`src/rtl/spi_obi_bridge.sv`:
```
// SPI mode-0 target that turns host frames into single-word OBI bus transactions.
// The SPI pins are oversampled in the clk_i domain, so SCK must stay at or below clk_i/8.
`timescale 1ns/1ps
module spi_obi_bridge #(
    parameter int unsigned SYNC_STAGES = 2,
    parameter int unsigned DUMMY_BITS  = 8,
    parameter logic [31:0] ID_CODE     = 32'h5E71_0001
) (
    input  logic        clk_i,
    input  logic        rst_ni,
    input  logic        spi_sck_i,
    input  logic        spi_cs_ni,
    input  logic        spi_sdi_i,
    output logic        spi_sdo_o,
    output logic        spi_sdo_oe_o,
    output logic        obi_req_o,
    input  logic        obi_gnt_i,
    input  logic        obi_rvalid_i,
    output logic [31:0] obi_addr_o,
    output logic        obi_we_o,
    output logic [3:0]  obi_be_o,
    output logic [31:0] obi_wdata_o,
    input  logic [31:0] obi_rdata_i
);
    localparam int unsigned MAX_BITS = (DUMMY_BITS > 32) ? DUMMY_BITS : 32;
    localparam int unsigned CNT_W    = $clog2(MAX_BITS + 1);

    typedef enum logic [3:0] {
        F_IDLE, F_CMD, F_ADDR_WR, F_ADDR_RD, F_WDATA, F_DUMMY,
        F_RDATA, F_STATUS, F_ID, F_DONE, F_IGNORE
    } frame_state_e;
    typedef enum logic [1:0] {B_IDLE, B_REQ, B_RESP} bus_state_e;

    logic [SYNC_STAGES-1:0] sck_sync_reg, cs_sync_reg, sdi_sync_reg;
    logic                   sck_prev_reg;
    frame_state_e           f_state_reg, f_state_next;
    bus_state_e             b_state_reg, b_state_next;
    logic [CNT_W-1:0]       bit_cnt_reg;
    logic [31:0]            rx_reg, tx_reg, rdata_reg;
    logic [31:2]            addr_reg, bus_addr_reg, slot_addr_reg;
    logic [31:0]            bus_wdata_reg, slot_wdata_reg;
    logic                   bus_we_reg, slot_we_reg, slot_valid_reg;
    logic                   bus_live_reg, slot_live_reg, rdata_ok_reg, late_reg;

    logic        sck_s, cs_s, sdi_s, sck_rise, sck_fall;
    logic [31:0] rx_word, tx_val;
    logic        cnt_clr, cnt_inc, tx_load, addr_save, post_wr, post_rd;
    logic        rd_late, rd_drop, clr_late, post, launch_slot, launch_post, bus_busy;
    logic        set_late, out_field;
    logic [31:2] post_addr;

    assign sck_s     = sck_sync_reg[SYNC_STAGES-1];
    assign cs_s      = cs_sync_reg[SYNC_STAGES-1];
    assign sdi_s     = sdi_sync_reg[SYNC_STAGES-1];
    assign sck_rise  = sck_s & ~sck_prev_reg;
    assign sck_fall  = ~sck_s & sck_prev_reg;
    assign rx_word   = {rx_reg[30:0], sdi_s};
    assign post      = post_wr | post_rd;
    assign post_addr = post_rd ? rx_word[31:2] : addr_reg;
    assign bus_busy  = (b_state_reg != B_IDLE) | slot_valid_reg;
    assign out_field = (f_state_reg == F_RDATA) | (f_state_reg == F_ID) | (f_state_reg == F_STATUS);
    // A post that neither launches nor lands in an empty slot overwrites a pending one.
    assign set_late  = rd_late | (post & ~launch_post & slot_valid_reg & ~launch_slot);

    assign spi_sdo_o    = tx_reg[31];
    assign spi_sdo_oe_o = ~cs_s;
    assign obi_req_o    = (b_state_reg == B_REQ);
    assign obi_be_o     = obi_req_o ? 4'hF : 4'h0;
    assign obi_addr_o   = {bus_addr_reg, 2'b00};
    assign obi_we_o     = bus_we_reg;
    assign obi_wdata_o  = bus_wdata_reg;

    always_comb begin
        f_state_next = f_state_reg;
        cnt_clr   = 1'b0;
        cnt_inc   = 1'b0;
        tx_load   = 1'b0;
        tx_val    = '0;
        addr_save = 1'b0;
        post_wr   = 1'b0;
        post_rd   = 1'b0;
        rd_late   = 1'b0;
        rd_drop   = 1'b0;
        clr_late  = 1'b0;
        if (cs_s) begin
            f_state_next = F_IDLE;
            cnt_clr      = 1'b1;
            tx_load      = 1'b1;
        end else if (f_state_reg == F_IDLE) begin
            f_state_next = F_CMD;
            cnt_clr      = 1'b1;
        end else if (sck_rise) begin
            cnt_inc = 1'b1;
            case (f_state_reg)
                F_CMD: if (bit_cnt_reg == CNT_W'(7)) begin
                    cnt_clr = 1'b1;
                    tx_load = 1'b1;
                    case (rx_word[7:0])
                        8'h02: f_state_next = F_ADDR_WR;
                        8'h03: f_state_next = F_ADDR_RD;
                        8'h05: begin
                            f_state_next = F_STATUS;
                            tx_val = {6'b0, late_reg, bus_busy, 24'h0};
                        end
                        8'h9F: begin
                            f_state_next = F_ID;
                            tx_val = ID_CODE;
                        end
                        default: f_state_next = F_IGNORE;
                    endcase
                end
                F_ADDR_WR: if (bit_cnt_reg == CNT_W'(31)) begin
                    cnt_clr      = 1'b1;
                    addr_save    = 1'b1;
                    f_state_next = F_WDATA;
                end
                F_ADDR_RD: if (bit_cnt_reg == CNT_W'(31)) begin
                    cnt_clr      = 1'b1;
                    post_rd      = 1'b1;
                    f_state_next = F_DUMMY;
                end
                F_WDATA: if (bit_cnt_reg == CNT_W'(31)) begin
                    cnt_clr      = 1'b1;
                    post_wr      = 1'b1;
                    f_state_next = F_DONE;
                end
                F_DUMMY: if (bit_cnt_reg == CNT_W'(DUMMY_BITS - 1)) begin
                    cnt_clr      = 1'b1;
                    tx_load      = 1'b1;
                    rd_drop      = 1'b1;
                    f_state_next = F_RDATA;
                    if (rdata_ok_reg) begin
                        tx_val = rdata_reg;
                    end else begin
                        tx_val  = '1;
                        rd_late = 1'b1;
                    end
                end
                F_RDATA, F_ID: if (bit_cnt_reg == CNT_W'(31)) begin
                    cnt_clr      = 1'b1;
                    tx_load      = 1'b1;
                    f_state_next = F_DONE;
                end
                F_STATUS: if (bit_cnt_reg == CNT_W'(7)) begin
                    cnt_clr      = 1'b1;
                    tx_load      = 1'b1;
                    clr_late     = 1'b1;
                    f_state_next = F_DONE;
                end
                default: cnt_inc = 1'b0;
            endcase
        end
    end

    always_comb begin
        b_state_next = b_state_reg;
        launch_slot  = 1'b0;
        launch_post  = 1'b0;
        case (b_state_reg)
            B_IDLE: begin
                if (slot_valid_reg) begin
                    launch_slot  = 1'b1;
                    b_state_next = B_REQ;
                end else if (post) begin
                    launch_post  = 1'b1;
                    b_state_next = B_REQ;
                end
            end
            B_REQ:   if (obi_gnt_i) b_state_next = B_RESP;
            B_RESP:  if (obi_rvalid_i) b_state_next = B_IDLE;
            default: b_state_next = B_IDLE;
        endcase
    end

    always_ff @(posedge clk_i or negedge rst_ni) begin
        if (!rst_ni) begin
            sck_sync_reg <= '0;
            cs_sync_reg  <= '1;
            sdi_sync_reg <= '0;
            sck_prev_reg <= 1'b0;
            f_state_reg  <= F_IDLE;
            bit_cnt_reg  <= '0;
            rx_reg       <= '0;
            tx_reg       <= '0;
            addr_reg     <= '0;
            late_reg     <= 1'b0;
        end else begin
            sck_sync_reg <= {sck_sync_reg[SYNC_STAGES-2:0], spi_sck_i};
            cs_sync_reg  <= {cs_sync_reg[SYNC_STAGES-2:0], spi_cs_ni};
            sdi_sync_reg <= {sdi_sync_reg[SYNC_STAGES-2:0], spi_sdi_i};
            sck_prev_reg <= sck_s;
            f_state_reg  <= f_state_next;
            if (cnt_clr)      bit_cnt_reg <= '0;
            else if (cnt_inc) bit_cnt_reg <= bit_cnt_reg + CNT_W'(1);
            if (sck_rise && !cs_s) rx_reg <= rx_word;
            // The first bit of an output field is already on sdo; shift only after it was sampled.
            if (tx_load)                                     tx_reg <= tx_val;
            else if (sck_fall && out_field && bit_cnt_reg != '0) tx_reg <= {tx_reg[30:0], 1'b0};
            if (addr_save) addr_reg <= rx_word[31:2];
            if (set_late)      late_reg <= 1'b1;
            else if (clr_late) late_reg <= 1'b0;
        end
    end

    always_ff @(posedge clk_i or negedge rst_ni) begin
        if (!rst_ni) begin
            b_state_reg    <= B_IDLE;
            bus_addr_reg   <= '0;
            bus_we_reg     <= 1'b0;
            bus_wdata_reg  <= '0;
            slot_addr_reg  <= '0;
            slot_we_reg    <= 1'b0;
            slot_wdata_reg <= '0;
            slot_valid_reg <= 1'b0;
            bus_live_reg   <= 1'b0;
            slot_live_reg  <= 1'b0;
            rdata_reg      <= '0;
            rdata_ok_reg   <= 1'b0;
        end else begin
            b_state_reg <= b_state_next;
            if (launch_slot) begin
                bus_addr_reg  <= slot_addr_reg;
                bus_we_reg    <= slot_we_reg;
                bus_wdata_reg <= slot_wdata_reg;
            end else if (launch_post) begin
                bus_addr_reg  <= post_addr;
                bus_we_reg    <= post_wr;
                bus_wdata_reg <= post_wr ? rx_word : 32'h0;
            end
            if (post && !launch_post) begin
                slot_valid_reg <= 1'b1;
                slot_addr_reg  <= post_addr;
                slot_we_reg    <= post_wr;
                slot_wdata_reg <= post_wr ? rx_word : 32'h0;
                slot_live_reg  <= post_rd;
            end else if (launch_slot) begin
                slot_valid_reg <= 1'b0;
            end
            // Only the read belonging to the current frame may deliver data; stale responses are dropped.
            if (b_state_reg == B_RESP && obi_rvalid_i) begin
                bus_live_reg <= 1'b0;
                if (bus_live_reg) begin
                    rdata_reg    <= obi_rdata_i;
                    rdata_ok_reg <= 1'b1;
                end
            end
            if (launch_slot)      bus_live_reg <= slot_live_reg;
            else if (launch_post) bus_live_reg <= post_rd;
            if (post_rd) begin
                rdata_ok_reg <= 1'b0;
                if (!launch_post) bus_live_reg <= 1'b0;
            end
            if (rd_drop) begin
                bus_live_reg  <= 1'b0;
                slot_live_reg <= 1'b0;
            end
        end
    end
endmodule

```
`config.mk`:
```
export PLATFORM = sky130hd
export DESIGN_NAME = spi_obi_bridge
export DESIGN_NICKNAME = d
export VERILOG_FILES = /design/src/rtl/spi_obi_bridge.sv
export SDC_FILE = /design/constraint.sdc
export NUM_CORES = 1
export LEC_CHECK = 0
export ABC_AREA = 1
export CORE_MARGIN = 8
export CORE_UTILIZATION = 33
export DETAILED_ROUTE_END_ITERATION = 12
export GPL_TIMING_DRIVEN = 0
export MAX_ROUTING_LAYER = met4
export PLACE_DENSITY_LB_ADDON = 0.05
export SLEW_MARGIN = 0
export SYNTH_ARGS = -nofsm -noshare
export SYNTH_HDL_FRONTEND = slang
export SYNTH_SLANG_ARGS = --single-unit
export TNS_END_PERCENT = 30
```
`constraint.sdc`:
```
create_clock -name clk_i -period 1.9 [get_ports clk_i]
set_input_delay 0.475 -clock clk_i [delete_from_list [all_inputs] [get_ports clk_i]]
set_output_delay 0.475 -clock clk_i [all_outputs]
set_load 0.02 [all_outputs]
```
==> qor.yml <==
layout:
  area_growth_pct: 41.7
  finalNetCount: 1769
  final_area_um2: 18000
  drive_above_1_share_pct: 28.1
  diodes: 0
synthesis:
  synth.most_common_cell: "nand2_1"
  avgSynthCellArea_um2: 8.40
  synth_top_area_cell: "dfrtp_1"
  synthArstFlopShare_pct: 100
  ys_seq_area_share_pct: 54.2
  synth.area.top_cells: "dfrtp_1, nand2_1, nand3_1"
  ys_seq_elements: 275
  postSynthCellCount: 1512
  synth-edff-count: 0
  yosys.area.top_type_share_pct: 53.8
  ys.flop_type: "dfrtp_1"
  synth_cell_types: 34
  syn-cell-area_um2: 12700
  ys_warn_count: 0
  synthTopCellsByCount: "nand2_1, dfrtp_1, nand3_1"
place:
  hpwl_mm: 27.3
  pre_cts_ws_ns: -0.587
  post_dp_cell_area_um2: 14500
  port_buffers: 108
  gp_congestion: 0.815
route:
  postRouteAntennaNets: 0
  vias_per_cell: 4.96
  wl_mm: 42.2
  num_vias: 11300
  wl_met3_mm: 1.77
  drc: 0
  firstDrtPassIters: 5
  wl_met2_mm: 19.1
  wire_per_inst_um: 18.6
  dr.first_iter.drc_count: 929
  top_layer: "met4"
  wl_met1_mm: 20.6
timing:
  fin_skew_ns: 0.0196
  setup_slack_ns: -0.129
  relSlewSlack_pct: 53.7
  slew_viol_final: 0
  hold_viol: 0
  setup_viol: 83
  fmax_mhz: 493
  whs_ns: 0.339
  rsz0062_at_grt: "yes"
  worst-slew-pin-transition_ns: 0.694
  min_period_ns: 2.03
  layout_worst_path_cycle_share_pct: 107
global_routing:
  grt_pass1_vias: 11400
  grt_max_degree: 99
  antenna_found_initial: 0
  grtUsageTotal_pct: 19.0
  grt_pass1_wl_mm: 65.6
  grt.overflow.total: 0
flow_run:
  maxCapViolCount: 0
clocking:
  root_buffer: "clkbuf_16"
  clk_latency_ns: 0.55
  clk_pin_slew_ns: 0.06
  cts_tree: "yes"
  cts_buffer_depth: 3
  cts_made_buffers: 35
  h-tree-depth: 2
  cts.sinks: 275
die:
  boundaryPins: 111
  num_rows: 72
  dieArea_um2: 45000
  start_util_pct: 33.2
  die_x_um: 212
  die-height_um: 212
  core_um2: 38300
status:
  status: "finished with violations"
  violations: "negative setup slack"
power_and_ir_drop:
  ir_drop_mv: 0.480
  power_leakage_nw: 9.18
  total_power_w: 0.0131
  power_density_nw_per_um2: 731
worst_setup_path:
  end_kind: "output pin"
  path_class: "register to output pin"
  cp.arrival_ns: 1.55
  cp-start-kind: "register"
  path_max_fanout: 7
  crit_required_ns: 1.42
min_path:
  hold_path.class: "primary input to register"
==> logic make-up (layout without fill, tap and decap cells) <==
logic type / after synthesis / count (layout) / share of synthesized area [%]
AND/OR/NAND/NOR: 795 / 797 / 27.1
flip-flops: 275 / 275 / 54.2
buffers and inverters: 230 / 467 / 7.77
AO/OA/AOI/OAI: 174 / 174 / 7.62
multiplexers: 32 / 32 / 2.84
XOR/XNOR: 3 / 3 / 0.207
adder cells (fa/ha/maj): 2 / 2 / 0.197
other: 1 / 2 / 0.0295
==> final timing paths <==
| check | from | depth (start not counted) | slack, ns | end |
|---|---|---|---|---|
| setup / recovery | cs_sync_reg[1]$_DFF_PN1_ | 3 | -0.13 | spi_sdo_oe_o |
| hold / removal | spi_cs_ni | 1 | 0.34 | cs_sync_reg[0]$_DFF_PN1_ |
| setup reg to reg | bit_cnt_reg[0]$_DFFE_PN0P_ | 12 | -0.07 | slot_addr_reg[24]$_DFFE_PN0P_ |
| hold reg to reg | sdi_sync_reg[0]$_DFF_PN0_ | 0 | 0.35 | sdi_sync_reg[1]$_DFF_PN0_ |
| max in group asynchronous | rst_ni | 3 | 0.37 | f_state_reg[0]$_DFFE_PN0P_ |
| min in group asynchronous | rst_ni | 2 | 0.55 | obi_wdata_o[10]$_DFFE_PN0P_ |
==> per-stage QoR <==
step | TNS [ns] | util, % | cells
after floorplan | 0 | - | 1513
after global placement | -3560.76 | 37.7 | 2139
after detailed placement | -82.34 | 37.8 | 2141
after CTS | -10.90 | 44.0 | 2247
after global routing | -17.93 | 47.0 | 2270
final | -3.08 | 47.0 | 2270
==> worst max-delay path, cell delays in order, from the launching register on <==
cell and delay (ns):
dfstp_2 0.59, clkinvlp_4 0.14, buf_8 0.15, buf_6 0.12
==> routing by layer <==
layer | vias to the layer above | global-route usage [%]
li1 | 5414 | -
met1 | 5578 | 26.7
met2 | 206 | 28.4
met3 | 52 | 3.30
met4 | 0 | 4.55
met5 | - | -
==> report_power, final <==
| group | leakage, nW | internal (W) | switching [W] |
|---|---|---|---|
| sequential | 3.79 | 0.00597 | 0.000135 |
| clock | 0.538 | 0.00382 | 0.00262 |
| combinational | 4.86 | 0.000215 | 0.000382 |
==> layout make-up <==
cell class / instances / area, um2
Buffer: 96 / 912
Clock buffer: 53 / 1010
Clock inverter: 8 / 76.3
Fill cell: 3778 / 20300
Inverter: 130 / 531
Multi-Input combinational cell: 1010 / 5900
Sequential cell: 275 / 6890
Tap cell: 518 / 648
Timing Repair Buffer: 178 / 1990
Timing Repair inverter: 2 / 25.0
==> cells in the final DEF, fill, tap and decap left out, types with 23 or more instances in the layout <==
cell,Yosys,layout
o22ai_1,32,29
nand2_2,2,82
nand3_1,174,104
buf_4,13,45
dlygate4sd2_1,0,64
buf_6,5,23
nand4_1,72,72
buf_8,0,25
nand3_2,1,63
clkbuf_1,46,25
clkdlybuf4s50_1,0,37
mux2_2,32,32
inv_1,125,116
dfrtp_1,273,269
nor2_1,54,43
clkbuf_16,0,43
nand2_1,479,372
o21ai_0,103,101
o21ai_2,10,27
nand2_4,1,25
==> repair_timing <==
item,4_1_cts,5_1_grt
setup buffers,35,15
resized for setup,341,259
hold buffers,1,0
endpoints found under the setup margin,266,221
gates cloned,12,11
hold endpoints to repair,83,0
pin swaps,30,46
Note: power is estimated with default switching activity, not from simulation.
==> variant 1 (same settings) <==
`DUMMY_BITS`: 8 -> 16.
--- a/src/rtl/spi_obi_bridge.sv
+++ b/src/rtl/spi_obi_bridge.sv
@@ -3,7 +3,7 @@
 `timescale 1ns/1ps
 module spi_obi_bridge #(
     parameter int unsigned SYNC_STAGES = 2,
-    parameter int unsigned DUMMY_BITS  = 8,
+    parameter int unsigned DUMMY_BITS  = 16,
     parameter logic [31:0] ID_CODE     = 32'h5E71_0001
 ) (
     input  logic        clk_i,
Check against the original RTL: no difference found for any inputs over 4 cycles, from zero or initial values and one cycle with rst_ni low; that may be too few to reach the edited logic, so the function may still have changed.
==> variant 1 against the original RTL <==
- sequential share of layout area decreased by 0.36 points
- final area grew 0.96%
- wire length rose by 3.7%
- non-clock buffer count rose by 11
- sequential cell count stayed put
- setup slack worse by 0.023 ns
- hold slack worse by 0.48 ns
- highest routed layer unchanged
- global-route usage decreased by 0.43 points
- synthesized area grew 4.0%
- critical path type unchanged
- the flow finishes with violations (negative hold slack, negative setup slack)
- clock skew fell by 0.00093 ns
- die area up 3.7%
- utilization is 1.2 points lower
Power is not compared: it rests on default switching activity, and its combinational part moved more than twofold at a synthesized area within 25%.
==> variant 1: results (changes against the original RTL) <==
INFO  metric run_status = finished with violations
INFO  metric failed_checks = negative hold slack, negative setup slack
INFO  metric p_total = about 18 mW
INFO  metric gpl.final_weighted_congestion = 0.847 (+4.0%)
INFO  metric global_route.usage.total = 18.6% (-0.43 points)
INFO  metric synth.mux.area_fraction = 2.73% (-0.11 points)
INFO  metric final-setup-viol-count = 65 (-22%)
INFO  metric r2r_path_start = bit_cnt_reg[1]
INFO  metric adder_and_majority_cell_fraction_of_the_synthesized_area = 0.190% (-0.0075 points)
INFO  metric wirelength = 43800 um (+3.7%)
INFO  metric pin_count_of_the_biggest_net_entering_global_routing = 112 (+13%)
INFO  metric post_placement_cell_area = 15000 sq um (+3.5%)
INFO  metric netlist_top_cells_count = sky130_fd_sc_hd__nand2_1, sky130_fd_sc_hd__dfrtp_1, sky130_fd_sc_hd__nand3_1, sky130_fd_sc_hd__o21ai_0, sky130_fd_sc_hd__inv_1
INFO  metric critPathArrivalTime = 1.58 ns (+0.03 ns)
INFO  metric post_synth_inst_count = 1625 (+7.5%)
INFO  metric complex_gate_fraction_of_the_synthesized_area = 7.53% (-0.091 points)
INFO  metric hold_path_class = input pin to asynchronous set/reset pin
INFO  metric dp_hpwl = 28100 um (+2.9%)
INFO  metric post-route-worst-setup-slack = -0.152 ns (-0.0232 ns)
INFO  metric drt_first_iter_violations = 728 (-22%)
INFO  metric finalHoldViolations = 59 (+59)
INFO  metric postCtsSetupRepairBufs = 32 (-8.6%)
INFO  metric fin_worst_hold_slack = -0.136 ns (-0.475 ns)
INFO  metric worst_margin_pin_slew = 0.610 ns (-0.0844 ns)
INFO  metric dr_total_vias = 11866 (+5.5%)
INFO  metric grt_first_pass_wirelength = 67400 um (+2.7%)
INFO  metric final_nets = 1884 (+6.5%)
INFO  metric worst-path-max-fanout = 4 (-3)
[variant 1: changes by cell type after synthesis, sizes merged, moves of 2 or more]
| cell | change |
|---|---|
| a21oi | +4 |
| buf | +13 |
| clkbuf | -3 |
| inv | +2 |
| nand2 | +34 |
| nand3 | +35 |
| nand4 | -4 |
| nor2 | +9 |
| nor3 | +5 |
| o21ai | +46 |
| o22ai | -32 |
| o31ai | +2 |
| or2 | +2 |
[variant 1: cell type report]
cell class	count	area, sq um	share of cell area, %
sequential	275	6890	37.9
tap	525	657	3.62
timing repair buffer	178	1890	10.4
clock inverter	5	100	0.551
multi-input combinational	1115	6130	33.8
buffer	107	940	5.17
inverter	131	499	2.75
clock buffer	57	1050	5.79
antenna	1	2.50	0.0138
[variant 1: layer usage]
metal / vias up / track usage (%) / part of all wire, %
li1: 5766 / - / -
met1: 5733 / 24.5 / 45
met2: 305 / 29.3 / 48
met3: 62 / 3.76 / 5.1
met4: 0 / 4.49 / 2.1
met5: - / - / 0
==> variant 2 (same settings) <==
Without the edit above. Make the reset (`rst_ni`) synchronous in 2 clocked blocks.
--- a/src/rtl/spi_obi_bridge.sv
+++ b/src/rtl/spi_obi_bridge.sv
@@ -172,7 +172,7 @@
         endcase
     end
 
-    always_ff @(posedge clk_i or negedge rst_ni) begin
+    always_ff @(posedge clk_i) begin
         if (!rst_ni) begin
             sck_sync_reg <= '0;
             cs_sync_reg  <= '1;
@@ -202,7 +202,7 @@
         end
     end
 
-    always_ff @(posedge clk_i or negedge rst_ni) begin
+    always_ff @(posedge clk_i) begin
         if (!rst_ni) begin
             b_state_reg    <= B_IDLE;
             bus_addr_reg   <= '0;
Check against the original RTL: differs if rst_ni is asserted again (counterexample within 4 cycles, from zero or initial values and one cycle with rst_ni low); with rst_ni held inactive, the same outputs for 10 cycles.
==> variant 2 against the original RTL <==
- the run still ends with negative setup slack left
- wire length down 1.6%
- largest power group unchanged
- sequential cell count unchanged
- fmax up 3.7%
- synthesized area down 0.53%
- critical endpoint is now obi_wdata_o[17]
- critical path type is now flip-flop to flip-flop
- final area down 4.0%
- power down 4.2%
- non-clock buffer count down 5
- setup slack better by 0.073 ns
==> variant 2: results (changes against the original RTL) <==
INFO  metric fin_tns_setup = -0.950 ns (+2.13 ns)
INFO  metric dp_hpwl = 29200 um (+6.9%)
INFO  metric route.layer.met1.wl = 21900 um (+5.9%)
INFO  metric global_route.usage.met3 = 2.78% (-0.52 points)
INFO  metric netlist_top_cells_count = sky130_fd_sc_hd__nand2_1, sky130_fd_sc_hd__dfxtp_1, sky130_fd_sc_hd__nor2_1, sky130_fd_sc_hd__inv_1, sky130_fd_sc_hd__a21oi_1
INFO  metric synth.mux.area_fraction = 0% (-2.8 points)
INFO  metric dr_total_vias = 12330 (+9.6%)
INFO  metric postCtsSetupRepairBufs = 12 (-66%)
INFO  metric fin_worst_skew = 0.0192 ns (-0.000433 ns)
INFO  metric adder_and_majority_cell_fraction_of_the_synthesized_area = 0.198% (+0.0011 points)
INFO  metric final_nets = 2170 (+23%)
INFO  metric worst_margin_pin_slew = 0.895 ns (+0.200 ns)
INFO  metric cellInternalPower = 9.81 mW (-2.0%)
INFO  metric final-setup-viol-count = 43 (-48%)
INFO  metric cts-resized-gates = 238 (-30%)
INFO  metric post-route-worst-setup-slack = -0.0559 ns (+0.0728 ns)
INFO  metric met1_demand_to_capacity_share_in_global_routing = 26.9% (+0.21 points)
INFO  metric clk-insertion-delay-late = 0.52 ns (-0.03 ns)
INFO  metric global_route.usage.total = 18.1% (-0.93 points)
INFO  metric met2_usage = 25.3% (-3.1 points)
INFO  metric worst-r2r-cell-count = 13 (+1)
INFO  metric run_status = finished with violations
INFO  metric seq_area_frac_synth = 43.6% (-11 points)
INFO  metric post_synth_inst_count = 1947 (+29%)
INFO  metric hold_path_class = flip-flop to flip-flop
INFO  metric failed_checks = negative setup slack
INFO  metric worst-path-max-fanout = 8 (+1)
INFO  metric finalNonFillerCells = 2664 (+17%)
INFO  metric yosys.area_share.xor_xnor = 0.0694% (-0.14 points)
INFO  metric drive_gt1_share = 18.6% (-9.5 points)
INFO  metric gpl.final_weighted_congestion = 0.872 (+7.1%)
INFO  metric drt_first_iter_violations = 788 (-15%)
INFO  metric cellLeakagePower = 7.46 nW (-19%)
INFO  metric port_buffers = 107 (-0.93%)
INFO  metric met2_length = 17200 um (-10%)
INFO  metric complex_gate_fraction_of_the_synthesized_area = 12.4% (+4.8 points)
-- variant 2: cell count changes after synthesis, moves of 29 or more --
cell / change
sky130_fd_sc_hd__nor2_1: +216
sky130_fd_sc_hd__o21ai_0: +29
sky130_fd_sc_hd__nand2_1: +42
sky130_fd_sc_hd__mux2_2: -32
sky130_fd_sc_hd__o22ai_1: -32
sky130_fd_sc_hd__a21oi_1: +166
sky130_fd_sc_hd__nand4_1: -49
sky130_fd_sc_hd__dfrtp_1: -273
sky130_fd_sc_hd__inv_1: +109
sky130_fd_sc_hd__dfxtp_1: +275
-- variant 2: logic make-up (layout without fill, tap and decap cells) --
family	after synthesis	after routing
AO/OA/AOI/OAI	310	310
flip-flops	275	275
adder cells (fa/ha/maj)	2	2
XOR/XNOR	1	1
AND/OR/NAND/NOR	991	993
other	1	2
buffers and inverters	367	570
-- variant 2: power by group through the flow --
stage,sequential [mW],combinational (mW),clock (mW)
after floorplan,5.92,0.147,0
after global placement,5.92,0.316,0
after detailed placement,5.92,0.316,0
after CTS,5.79,0.320,6.64
after global routing,5.79,0.355,6.90
final,5.79,0.327,6.47
-- variant 2: critical path, cell delays in order (launching register included) --
cell and delay, ns:
sky130_fd_sc_hd__dfxtp_4 0.36, sky130_fd_sc_hd__ha_4 0.14, sky130_fd_sc_hd__nand2_4 0.05, sky130_fd_sc_hd__inv_2 0.07, sky130_fd_sc_hd__nand3_2 0.09, sky130_fd_sc_hd__nor2_4 0.24
sky130_fd_sc_hd__o21ai_4 0.13, sky130_fd_sc_hd__nand2_4 0.12, sky130_fd_sc_hd__buf_6 0.13, sky130_fd_sc_hd__nand2_8 0.13, sky130_fd_sc_hd__clkbuf_16 0.20, sky130_fd_sc_hd__nand2_2 0.05
sky130_fd_sc_hd__nand2_1 0.04, sky130_fd_sc_hd__nor2_1 0.12
-- variant 2: final cells by class --
cell class	instances	area, sq um
sequential	275	5530
fill	4060	20400
inverter	240	916
multi-input combinational	1308	6640
timing repair buffer	143	1510
clock buffer	57	1090
clock inverter	4	26.3
buffer	126	918
tap	511	639
-- variant 2: through the flow --
| step | cell area, sq um | worst slack (ns) | util, % |
|---|---|---|---|
| after detailed placement | 14300 | -0.600 | 38.1 |
| after CTS | 15900 | -0.0408 | 42.3 |
| final | 17300 | -0.0559 | 45.8 |
| after global routing | 17300 | -0.162 | 45.8 |
| after global placement | 14300 | -0.617 | 38.1 |
| after floorplan | 12600 | 0.165 | - |
-- variant 2: final timing paths --
| path | slack, ns | from | endpoint |
|---|---|---|---|
| worst min register to register | 0.41 | cs_sync_reg[0] | cs_sync_reg[1] |
| worst min-delay path | 0.41 | cs_sync_reg[0] | cs_sync_reg[1] |
| worst max register to register | -0.06 | bit_cnt_reg[1] | obi_wdata_o[17] |
| worst max-delay path | -0.06 | bit_cnt_reg[1] | obi_wdata_o[17] |
